`config.mk`:
```
export PLATFORM = sky130hd
export DESIGN_NAME = ucore_input_channels_n
export DESIGN_NICKNAME = d
export VERILOG_FILES = /design/src/rtl/ucore_pkg.sv /design/src/rtl/ucore_ichan_fifo.sv /design/src/rtl/ucore_input_channels_n.sv
export SDC_FILE = /design/constraint.sdc
export NUM_CORES = 1
export LEC_CHECK = 0
export CORE_MARGIN = 2
export CORE_UTILIZATION = 25
export CTS_CLUSTER_DIAMETER = 40
export CTS_CLUSTER_SIZE = 12
export DETAILED_ROUTE_END_ITERATION = 12
export PLACE_DENSITY = 0.54
export SLEW_MARGIN = 20
export SYNTH_ARGS = -nofsm -noshare
export SYNTH_HDL_FRONTEND = slang
export SYNTH_SLANG_ARGS = --single-unit
```
`constraint.sdc`:
```
create_clock -name clk -period 3.02 [get_ports clk]
set_input_delay 0.453 -clock clk [delete_from_list [all_inputs] [get_ports clk]]
set_output_delay 0.453 -clock clk [all_outputs]
set_load 0.02 [all_outputs]
```
`src/rtl/ucore_pkg.sv`:
```
// Shared types and helpers for the ucore input stage.
package ucore_pkg;

  // Per-channel token retention policy.
  typedef enum logic {
    ICHAN_STREAM = 1'b0,
    ICHAN_HOLD   = 1'b1
  } ichan_mode_e;

  localparam int UCORE_DATA_WIDTH = 32;

  // Occupancy counter width able to represent 0..depth inclusive.
  function automatic int ichan_cnt_w(input int depth);
    return $clog2(depth + 1);
  endfunction

endpackage

```
`src/rtl/ucore_ichan_fifo.sv`:
```
// One input channel FIFO: DEPTH entries (any DEPTH >= 2), registered head,
// state-only ready, synchronous flush with priority over push and pop.
module ucore_ichan_fifo
  import ucore_pkg::*;
#(
  parameter  int DATA_WIDTH = UCORE_DATA_WIDTH,
  parameter  int DEPTH      = 2,
  localparam int CNT_W      = ichan_cnt_w(DEPTH),
  localparam int PTR_W      = (DEPTH > 1) ? $clog2(DEPTH) : 1
) (
  input  logic                  clk,
  input  logic                  reset,
  input  logic                  i_flush,
  input  logic                  i_push_valid,
  input  logic [DATA_WIDTH-1:0] i_push_data,
  output logic                  o_push_ready,
  input  logic                  i_pop,
  output logic                  o_valid,
  output logic [DATA_WIDTH-1:0] o_head_data,
  output logic [CNT_W-1:0]      o_count
);

  // Handshake: a push happens on a cycle where i_push_valid and o_push_ready
  // are both high; o_push_ready depends only on the stored count, so a full
  // FIFO refuses a push even in a cycle where it is also popped.

  logic [DATA_WIDTH-1:0] r_mem [DEPTH];
  logic [PTR_W-1:0]      r_head;
  logic [PTR_W-1:0]      r_tail;
  logic [CNT_W-1:0]      r_count;
  logic                  w_push;
  logic                  w_pop;

  // Pointer advance with explicit wrap so non-power-of-2 depths work.
  function automatic logic [PTR_W-1:0] ptr_next(input logic [PTR_W-1:0] p);
    return (p == PTR_W'(DEPTH - 1)) ? '0 : p + PTR_W'(1);
  endfunction

  assign o_push_ready = (r_count != CNT_W'(DEPTH));
  assign w_push       = i_push_valid & o_push_ready;
  assign w_pop        = i_pop & (r_count != '0);
  assign o_valid      = (r_count != '0);
  assign o_head_data  = o_valid ? r_mem[r_head] : '0;
  assign o_count      = r_count;

  // Pointer and count update; reset and flush clear everything.
  always_ff @(posedge clk) begin
    if (reset || i_flush) begin
      r_head  <= '0;
      r_tail  <= '0;
      r_count <= '0;
    end else begin
      if (w_push) r_tail <= ptr_next(r_tail);
      if (w_pop)  r_head <= ptr_next(r_head);
      case ({w_push, w_pop})
        2'b10:   r_count <= r_count + CNT_W'(1);
        2'b01:   r_count <= r_count - CNT_W'(1);
        default: r_count <= r_count;
      endcase
    end
  end

  // Storage write; contents need no reset because count gates visibility.
  always_ff @(posedge clk) begin
    if (w_push) r_mem[r_tail] <= i_push_data;
  end

endmodule

```
`src/rtl/ucore_input_channels_n.sv`:
```
// N-channel input stage: per-channel FIFOs, firing condition over enabled
// channels, and STREAM/HOLD pop policy on fire.
module ucore_input_channels_n
  import ucore_pkg::*;
#(
  parameter  int DATA_WIDTH = UCORE_DATA_WIDTH,
  parameter  int N          = 2,
  parameter  int DEPTH      = 2,
  localparam int CNT_W      = ichan_cnt_w(DEPTH)
) (
  input  logic                    clk,
  input  logic                    reset,
  input  logic [N-1:0]            cfg_enable_i,
  input  logic [N-1:0]            cfg_hold_i,
  input  logic                    flush_i,
  input  logic [N-1:0]            noc_valid_i,
  input  logic [N*DATA_WIDTH-1:0] noc_data_i,
  output logic [N-1:0]            noc_ready_o,
  output logic [N-1:0]            chan_valid_o,
  output logic [N*DATA_WIDTH-1:0] chan_data_o,
  output logic                    fire_valid_o,
  input  logic                    fire_yumi_i,
  output logic [N*CNT_W-1:0]      occupancy_o
);

  logic [N-1:0]            w_ready;
  logic [N-1:0]            w_valid;
  logic [N-1:0]            w_pop;
  logic [N*DATA_WIDTH-1:0] w_head;
  logic [N*CNT_W-1:0]      w_count;
  logic                    w_fire;

  // A firing set exists when at least one channel is enabled and every
  // enabled channel holds a token; outputs are forced low while in reset.
  assign fire_valid_o = ~reset & (|cfg_enable_i) & (&(~cfg_enable_i | w_valid));
  assign w_fire       = fire_yumi_i & fire_valid_o;

  for (genvar gi = 0; gi < N; gi++) begin : g_chan
    logic [CNT_W-1:0] w_cnt_i;
    assign w_cnt_i = w_count[gi*CNT_W +: CNT_W];

    // HOLD keeps a lone token as a loop invariant; STREAM always consumes.
    always_comb begin
      w_pop[gi] = 1'b0;
      if (w_fire && cfg_enable_i[gi]) begin
        if (ichan_mode_e'(cfg_hold_i[gi]) == ICHAN_STREAM) w_pop[gi] = 1'b1;
        else                                              w_pop[gi] = (w_cnt_i > CNT_W'(1));
      end
    end

    ucore_ichan_fifo #(
      .DATA_WIDTH (DATA_WIDTH),
      .DEPTH      (DEPTH)
    ) u_fifo (
      .clk          (clk),
      .reset        (reset),
      .i_flush      (flush_i),
      .i_push_valid (noc_valid_i[gi]),
      .i_push_data  (noc_data_i[gi*DATA_WIDTH +: DATA_WIDTH]),
      .o_push_ready (w_ready[gi]),
      .i_pop        (w_pop[gi]),
      .o_valid      (w_valid[gi]),
      .o_head_data  (w_head[gi*DATA_WIDTH +: DATA_WIDTH]),
      .o_count      (w_count[gi*CNT_W +: CNT_W])
    );

    assign noc_ready_o[gi]                         = ~reset & w_ready[gi];
    assign chan_valid_o[gi]                        = ~reset & w_valid[gi];
    assign chan_data_o[gi*DATA_WIDTH +: DATA_WIDTH] =
      reset ? '0 : w_head[gi*DATA_WIDTH +: DATA_WIDTH];
    assign occupancy_o[gi*CNT_W +: CNT_W]          = reset ? '0 : w_cnt_i;
  end

endmodule

```
==> flow_summary_export.csv, run 1 <==
group,metric,value,unit
finish,stdcell_count,793,
grt,grt_max_degree,34,
setup_path,rr_worst_depth,5,
status,status,"finished clean",
finish,diodes,0,
power_and_ir_drop,switchingPower,0.001038,W
flow_run,cap_viol_max_count,0,
timing,fin_worst_skew,0.009321,ns
cts,postCtsHoldBufs,0,
floorplanning,rows,53,
cts,cts_inserted_buffers,17,
finish,final_cell_area,0.007893,mm²
finish,fill_cells,2012,
place,dp_hpwl,8.054,mm
finish,postLayoutCoreUtil,37.31,%
setup_path,critPathKind,"reg2out",
place,dp_cells,761,
timing,slew_headroom,60.04,%
timing,hold_violations,0,
cts,cts_resized,0,
timing,max_freq,350.0,MHz
power_and_ir_drop,powerDensity,599.9,mW/mm²
finish,final_cell_mix,"146 x clkdlybuf4s50_1, 128 x edfxtp_1, 81 x nor2_1",
power_and_ir_drop,power.leakage,2.580,nW
grt,track_usage,10.42,%
cts,insertion_delay,0.41,ns
route,vias,3247,
floorplanning,die_h,151.4,µm
cts,cts_root_buf,"clkbuf_16",
setup_path,worstSetupEndpointType,"output pin",
setup_path,reg2reg_from,"g_chan[1].u_fifo.o_count[0]",
floorplanning,initial_core_util,25.68,%
timing,finalSetupViolations,0,
power_and_ir_drop,ir_drop,0.3494,mV
finish,syn_to_final_growth,45.31,%
route,wire_per_inst,14.92,µm
cts,clk_path_buf_depth,2,
min_path,hp-class,"reg2reg",
grt,grt_pass1_wl,17.64,mm
timing,period_needed,2.858,ns
timing,drv_slew,0,
finish,nets,587,
min_path,holdPathEnd,"g_chan[1].u_fifo.r_head",
route,drc_errors,0,
finish,drive_above_1_share,9.266,%
min_path,holdCritStartpoint,"g_chan[1].u_fifo.r_head",
floorplanning,core_area,0.02115,mm²
power_and_ir_drop,p_seq_share,46.8,%
timing,fin_crit_sh,94.62,%
grt,grt_overflow,0,
floorplanning,die_area,0.02292,mm²
route,via_per_inst,4.095,
timing,whs,0.5176,ns
timing,tightest_slew,0.5994,ns
setup_path,r2r_end,"g_chan[1].u_fifo.r_mem[1][5]",
place,dpl_cell_area,0.007291,mm²
grt,grt_antenna_before_repair,0,
cts,cts_tree,"built",
synthesis,syn_avg_cell_area,15.61,µm²
synthesis,synth.net_count,430,
route,first_iter_violations,221,
synthesis,yosysSeqAreaShare,74.45,%
cts,post_cts_buffers,0,
power_and_ir_drop,clkPwrFrac,44.8,%
timing,rsz0062_at_grt,"no",
min_path,hold_depth,2,
cts,clkSinkCount,138,
route,wl,11.84,mm
setup_path,startpoint_type,"register",
setup_path,arrival,2.40,ns
place,numPortBuffers,146,
synthesis,ys_ff_latch,138,
power_and_ir_drop,p_comb_share,8.4,%
route,antenna_left,0,
setup_path,r2r_slack,1.03,ns
synthesis,ys.warnings.count,0,
grt,first_global_vias,3347,
synthesis,synth_area,0.005431,mm²
cts,clk_pin_slew,0.06,ns
route,drt_pass1_iterations,4,
floorplanning,fp.dieW,151.4,µm
power_and_ir_drop,power.internal,0.003697,W
power_and_ir_drop,netSwitchingFraction,21.92,%
place,gp_congestion,0.7129,
cts,h-tree-depth,4,
synthesis,syn_inst,348,
setup_path,critPathRequiredTime,2.57,ns
setup_path,critical_path.max_fanout,33,
timing,tns,0,ns
synthesis,synth_cell_types,23,
finish,final_common_cell,"clkdlybuf4s50_1",
floorplanning,ios,147,
worst max-delay path, cell delays in order, from the launching register on:
cell and delay [ns]:
dfxtp_1 0.37, inv_1 0.10, ha_1 0.25, or2_1 0.21
buf_4 0.24, nor2_1 0.17, clkdlybuf4s50_1 0.63
registers in the layout, indices dropped and copies added (netlist names), named ones only:
signal and cells:
g_chan.u_fifo.r_mem 128, g_chan.u_fifo.o_count 4, g_chan.u_fifo.r_tail 2, g_chan.u_fifo.r_head 2
layout make-up:
type	count	area (µm²)	area share [%]
tap	275	344.1	4.360
multi-input combinational	183	1292	16.38
timing repair buffer	156	1574	19.94
sequential	138	4046	51.27
clock buffer	19	432.9	5.485
inverter	9	33.78	0.4280
clock inverter	13	168.9	2.140
logic make-up after synthesis:
kind of cell / synth area share (%)
xor gates and xnor gates: 1.129
buffers and inverters: 2.304
DFF: 74.45
AOI/OAI and AO/OA: 1.175
and+or+nand+nor: 6.888
adders and majority gates: 1.843
muxes: 12.21
per-stage QoR:
step                power (W)  setup slack [ns]
floorplan            0.002424            0.4158
global placement     0.002648            0.2543
detailed placement   0.002659            0.2435
CTS                  0.004808            0.1047
global route         0.004910           0.03380
finish               0.004735            0.1625
Yosys cell counts:
cell	instances	area share, %
or2_1	3	0.35
inv_1	7	0.48
nand2_1	3	0.21
clkbuf_1	4	0.28
a21oi_1	1	0.092
o21ai_0	1	0.092
mux2_1	2	0.41
buf_6	1	0.21
dfxtp_1	10	3.7
ha_1	8	1.8
xnor2_1	3	0.48
a211o_1	1	0.16
xor2_1	4	0.64
edfxtp_1	128	71
inv_2	2	0.14
a211oi_1	2	0.28
and3_1	1	0.12
nor2_1	85	5.9
mux2i_1	64	12
nand2b_1	3	0.35
a211oi_4	1	0.37
buf_2	13	1.2
o211a_1	1	0.18
power by group through the flow:
stage | clock network (W) | logic [W] | registers (W)
after floorplan | 0 | 0.000173 | 0.00225
after CTS | 0.00219 | 0.000406 | 0.00221
after global placement | 0 | 0.000397 | 0.00225
after detailed placement | 0 | 0.000404 | 0.00225
after global routing | 0.00226 | 0.000432 | 0.00222
final | 0.00212 | 0.000399 | 0.00221
how the worst max path moves through the flow:
stage	from	to	cells past startpoint
after floorplan	g_chan[0].u_fifo.o_count[0]	g_chan[0].u_fifo.r_mem[0][0]	4
after global placement	reset	chan_data_o[0]	5
after detailed placement	reset	chan_data_o[0]	5
after CTS	g_chan[0].u_fifo.o_count[0]	chan_data_o[0]	6
after global routing	g_chan[0].u_fifo.o_count[0]	chan_data_o[0]	6
final	g_chan[0].u_fifo.o_count[0]	chan_data_o[0]	6
layer usage:
layer  part of all wire, %  track usage (%)
met5                     0                0
met4                   1.1            3.832
met3                   7.0            4.157
met2                    50            17.31
met1                    42            12.14
No activity file was read; power rests on OpenSTA's default activity.
==> run 2: changes to the inputs <==
SETUP_SLACK_MARGIN = 0.3   (was not set)
==> flow_summary_export.csv, run 2 (synthesis results as in run 1) <==
group,metric,value,unit
place,dp_slack,0.2435,ns
flow_run,cap_viol_max_count,0,
grt,globalRoute.busiestLayer,"met2",
cts,postCtsHoldBufs,0,
finish,largest_reg_flops,128,
route,drt_pass1_iterations,4,
route,wire_per_inst,14.90,µm
floorplanning,die_area,0.02292,mm²
timing,fin_crit_sh,85.75,%
cts,clk_pin_slew,0.06,ns
grt,grt_max_degree,34,
setup_path,critPathKind,"reg2out",
route,first_iter_violations,206,
floorplanning,die_h,151.4,µm
finish,stdcell_count,793,
place,numPortBuffers,146,
power_and_ir_drop,power.leakage,2.879,nW
finish,final_cell_mix,"128 x edfxtp_1, 81 x nor2_1, 80 x clkdlybuf4s50_1",
timing,finalSetupViolations,0,
setup_path,startpoint_type,"register",
floorplanning,initial_core_util,25.68,%
finish,diodes,0,
timing,tightest_slew,0.5995,ns
grt,track_usage,10.46,%
place,gp_congestion,0.7129,
route,antenna_left,0,
cts,insertion_delay,0.41,ns
power_and_ir_drop,powerDensity,603.3,mW/mm²
place,dp_hpwl,8.054,mm
grt,gr-usage-met2,17.62,%
route,via_per_inst,4.077,
floorplanning,core_area,0.02115,mm²
floorplanning,fp.dieW,151.4,µm
setup_path,critical_path.max_fanout,33,
cts,cts_inserted_buffers,17,
floorplanning,rows,53,
status,status,"finished clean",
grt,grt_pass1_wl,17.71,mm
route,wl,11.82,mm
setup_path,arrival,2.14,ns
timing,setup_slack,0.4303,ns
cts,h-tree-depth,4,
timing,period_needed,2.590,ns
floorplanning,ios,147,
grt,grt_overflow,0,
route,drc_errors,0,
cts,cts_tree,"built",
timing,rsz0062_at_grt,"no",
timing,slew_headroom,60.03,%
timing,hold_violations,0,
finish,syn_to_final_growth,43.79,%
cts,clk_path_buf_depth,2,
grt,met3_usage,4.157,%
place,dp_cells,761,
finish,regMostFlops,"g_chan.u_fifo.r_mem",
finish,drive_above_1_share,9.266,%
timing,max_freq,386.1,MHz
timing,fin_worst_skew,0.009616,ns
setup_path,worstSetupEndpointType,"output pin",
route,vias,3233,
setup_path,critPathRequiredTime,2.57,ns
grt,grt_antenna_before_repair,0,
cts,clkSinkCount,138,
finish,nets,587,
power_and_ir_drop,ir_drop,0.3505,mV
cts,cts_root_buf,"clkbuf_16",
timing,drv_slew,0,
min_path,hp-class,"reg2reg",
finish,final_common_cell,"edfxtp_1",
grt,first_global_vias,3377,
timing,tns,0,ns
power_and_ir_drop,p_total,0.004712,W
grt,grtUsageMet1,12.00,%
## run 2: path summary, 6_finish.rpt
check                         startpoint                           end  slack, ns  cells past startpoint
max          g_chan[0].u_fifo.o_count[0]                chan_data_o[0]       0.43                      6
min              g_chan[1].u_fifo.r_head       g_chan[1].u_fifo.r_head       0.52                      2
max reg2reg  g_chan[1].u_fifo.o_count[0]  g_chan[1].u_fifo.r_mem[1][5]       1.03                      5
min reg2reg      g_chan[1].u_fifo.r_head       g_chan[1].u_fifo.r_head       0.52                      2
## run 2: critical path, cell delays in order (launching register included)
cell	delay [ns]
dfxtp_1	0.37
inv_1	0.10
ha_1	0.25
or2_1	0.21
buf_4	0.24
nor2_1	0.17
dlygate4sd2_1	0.36
## run 2: repair_timing
| action | 4_1_cts | 5_1_grt |
|---|---|---|
| setup endpoints to repair | 66 | 0 |
| buffers inserted | 0 | 0 |
| gates resized for setup | 66 | 0 |
## run 2: final cells by class
class / count / area, µm²
fill: 2039 / 13340
clock inverter: 13 / 168.9
tap: 275 / 344.1
sequential: 138 / 4046
multi-input combinational: 183 / 1292
inverter: 9 / 33.78
timing repair buffer: 156 / 1491
clock buffer: 19 / 432.9
## run 2: per-stage QoR
stage / cell area (µm²) / hold WS, ns / utilization [%]
2_1_floorplan: 5431 / 0.4813 / -
3_3_place_gp: 7291 / 0.5001 / 34.47
3_5_place_dp: 7291 / 0.5037 / 34.47
4_1_cts: 7810 / 0.5218 / 36.92
5_1_grt: 7810 / 0.5663 / 36.92
6_report: 7810 / 0.5181 / 36.92
## run 2: power breakdown
part / switching [W] / internal (W) / total, W / leakage (nW)
clock: 0.000815 / 0.00131 / 0.00212 / 0.287
sequential: 0.0000221 / 0.00219 / 0.00221 / 1.28
combinational: 0.000201 / 0.000174 / 0.000375 / 1.31
total: 0.00104 / 0.00367 / 0.00471 / 2.88
## run 2: layer usage
metal	vias up	wire length, µm
met5	-	0
met2	84	5899
met4	0	132
li1	1567	-
met3	10	806
met1	1572	4976
==> run 3: changes to the inputs <==
MAX_ROUTING_LAYER = met4   (was not set)
PLACE_DENSITY = 0.53   (was 0.54)
SYNTH_HIERARCHICAL = 1   (was not set)
==> flow_summary_export.csv, run 3 <==
group,metric,value,unit
finish,syn_to_final_growth,43.18,%
finish,postLayoutCoreUtil,36.10,%
synthesis,synth_most_common_cell,"edfxtp_1",
cts,clkSinkCount,138,
power_and_ir_drop,netSwitchingFraction,22.09,%
floorplanning,initial_core_util,25.21,%
min_path,holdPathEnd,"g_chan[0].u_fifo/r_head",
power_and_ir_drop,powerDensity,547.2,mW/mm²
power_and_ir_drop,switchingPower,0.001015,W
floorplanning,core_area,0.02326,mm²
synthesis,synth.net_count,488,
setup_path,worstSetupEndpointType,"output pin",
synthesis,yosys-top-cells-area,"edfxtp_1 66%, mux2i_1 11%, and2b_1 4.7%, nor2_1 4.6%, nor2b_1 3.8%",
grt,grt_max_degree,45,
cts,insertion_delay,0.41,ns
timing,finalSetupViolations,0,
grt,grt_overflow,0,
timing,hold_violations,0,
finish,drive_above_1_share,10.37,%
status,status,"finished clean",
cts,clk_path_buf_depth,2,
setup_path,critPathKind,"reg2out",
power_and_ir_drop,p_comb_share,8.1,%
finish,regMostFlops,"g_chan.u_fifo/r_mem",
finish,diodes,0,
flow_run,cap_viol_max_count,0,
floorplanning,ios,147,
setup_path,arrival,2.06,ns
floorplanning,rows,56,
synthesis,synth_area,0.005864,mm²
power_and_ir_drop,p_seq_share,47.8,%
route,wire_per_inst,14.63,µm
cts,cts_inserted_buffers,17,
place,gp_congestion,0.7335,
synthesis,synth_top_area_share,65.54,%
finish,nets,651,
timing,fin_crit_sh,83.35,%
grt,grt_pass1_wl,20.68,mm
synthesis,synth_compound_area_share,1.024,%
finish,fill_cells,2305,
synthesis,synthFlopType,"edfxtp_1",
setup_path,startpoint_type,"register",
finish,final_cell_mix,"134 x clkdlybuf4s50_1, 128 x edfxtp_1, 70 x nor2_1",
setup_path,rr_worst_depth,10,
synthesis,yosys.area_share.simple,15.19,%
cts,cts_tree,"built",
synthesis,syn_inst,412,
synthesis,synth.largest_area_cell,"edfxtp_1",
synthesis,ys_ff_latch,138,
route,drt_pass1_iterations,4,
min_path,holdCritStartpoint,"g_chan[0].u_fifo/r_head",
route,drc_errors,0,
synthesis,synthXorXnorAreaFrac,0.8961,%
power_and_ir_drop,power.internal,0.003580,W
cts,h-tree-depth,4,
setup_path,r2r_end,"g_chan[0].u_fifo/o_count[1]",
timing,whs,0.5215,ns
setup_path,critPathRequiredTime,2.57,ns
grt,globalRoute.busiestLayer,"met2",
timing,tns,0,ns
grt,gr-usage-met2,18.17,%
min_path,hp-class,"reg2reg",
grt,grtUsageMet1,13.41,%
synthesis,synth_edf_count,128,
timing,period_needed,2.517,ns
finish,largest_reg_flops,128,
timing,max_freq,397.3,MHz
timing,tightest_slew,0.8375,ns
route,via_per_inst,4.019,
timing,rsz0062_at_grt,"no",
setup_path,r2r_slack,0.74,ns
route,vias,3645,
route,first_iter_violations,120,
synthesis,synth_cell_types,24,
cts,cts_root_buf,"clkbuf_16",
place,numPortBuffers,146,
synthesis,synthArstFlopShare,0,%
power_and_ir_drop,clkPwrFrac,44.1,%
power_and_ir_drop,ir_drop,0.3669,mV
floorplanning,fp.dieW,157.2,µm
synthesis,yosysSeqAreaShare,68.96,%
synthesis,synth-adder-area-share,0.4267,%
min_path,hold_depth,2,
synthesis,synth_top_family_by_area,"simple AND/OR/NAND/NOR gates",
grt,met3_usage,4.240,%
timing,fin_worst_skew,0.006937,ns
floorplanning,die_h,157.2,µm
synthesis,syn_avg_cell_area,14.23,µm²
grt,grt_antenna_before_repair,0,
cts,clk_pin_slew,0.06,ns
grt,track_usage,11.41,%
grt,first_global_vias,3935,
timing,drv_slew,0,
place,dp_hpwl,8.588,mm
setup_path,reg2reg_from,"g_chan[0].u_fifo/o_count[0]",
timing,slew_headroom,44.17,%
cts,postCtsHoldBufs,0,
synthesis,synth.area.mux_share,11.09,%
floorplanning,die_area,0.02470,mm²
synthesis,synthTopCellsByCount,"128 x edfxtp_1, 72 x nor2_1, 65 x mux2i_1",
synthesis,ys.warnings.count,6,
route,antenna_left,0,
route,wl,13.27,mm
power_and_ir_drop,power.leakage,3.103,nW
setup_path,critical_path.max_fanout,32,
finish,final_common_cell,"clkdlybuf4s50_1",
[run 3: worst max-delay path by stage]
stage | startpoint | end | cells past startpoint
2_1_floorplan | g_chan[1].u_fifo/o_count[1] | g_chan[0].u_fifo/o_count[1] | 11
3_3_place_gp | cfg_enable_i[1] | g_chan[1].u_fifo/o_count[1] | 9
3_5_place_dp | cfg_enable_i[1] | g_chan[0].u_fifo/o_count[1] | 9
4_1_cts | g_chan[1].u_fifo/o_count[0] | chan_data_o[40] | 5
5_1_grt | g_chan[0].u_fifo/o_count[0] | chan_data_o[1] | 5
6_report | g_chan[0].u_fifo/o_count[0] | chan_data_o[1] | 5
[run 3: logic make-up after synthesis]
group,after synthesis
AOI/OAI and AO/OA,10
xor gates and xnor gates,6
adders and majority gates,2
buffers and inverters,28
DFF,138
muxes,65
and+or+nand+nor,163
[run 3: power by group through the flow]
stage	clock network [W]	logic (W)	registers, W
floorplan	0	0.000167	0.00224
global placement	0	0.000372	0.00224
detailed placement	0	0.000377	0.00224
CTS	0.00208	0.000379	0.00220
global route	0.00218	0.000407	0.00220
finish	0.00203	0.000371	0.00220
[run 3: metrics by stage]
step	instances	cell area (µm²)	worst slack (ns)	total power [W]
CTS	900	8308	0.3017	0.004663
detailed placement	868	7732	0.3959	0.002618
global route	907	8397	0.3636	0.004789
global placement	868	7732	0.4549	0.002608
finish	907	8397	0.5028	0.004595
floorplan	412	5864	0.7376	0.002403
[run 3: layout make-up]
cell class,count,area (µm²),share of cell area [%]
sequential,138,4050,48.23
multi-input combinational,246,1685,20.07
timing repair buffer,166,1667,19.85
clock buffer,17,425.4,5.066
tap,319,399.1,4.753
clock inverter,15,147.6,1.758
inverter,6,22.52,0.2682
[run 3: per-layer routing]
layer	share of wire, %	routed length (µm)
met5	0	0
met4	1.2	155
met3	7.4	985
met2	46	6106
met1	45	6018
[run 3: worst max-delay path, stage by stage, from the launching register on]
cell	delay, ns
dfxtp_1	0.45
nor2_2	0.07
buf_6	0.20
nor2_1	0.13
and2b_1	0.17
clkdlybuf4s50_1	0.62
[run 3: what timing repair did]
action                                 4_1_cts  5_1_grt
setup endpoints to repair                   22       18
buffers inserted                             0        7
endpoints found under the hold margin        0        0
resized for setup                            1       14
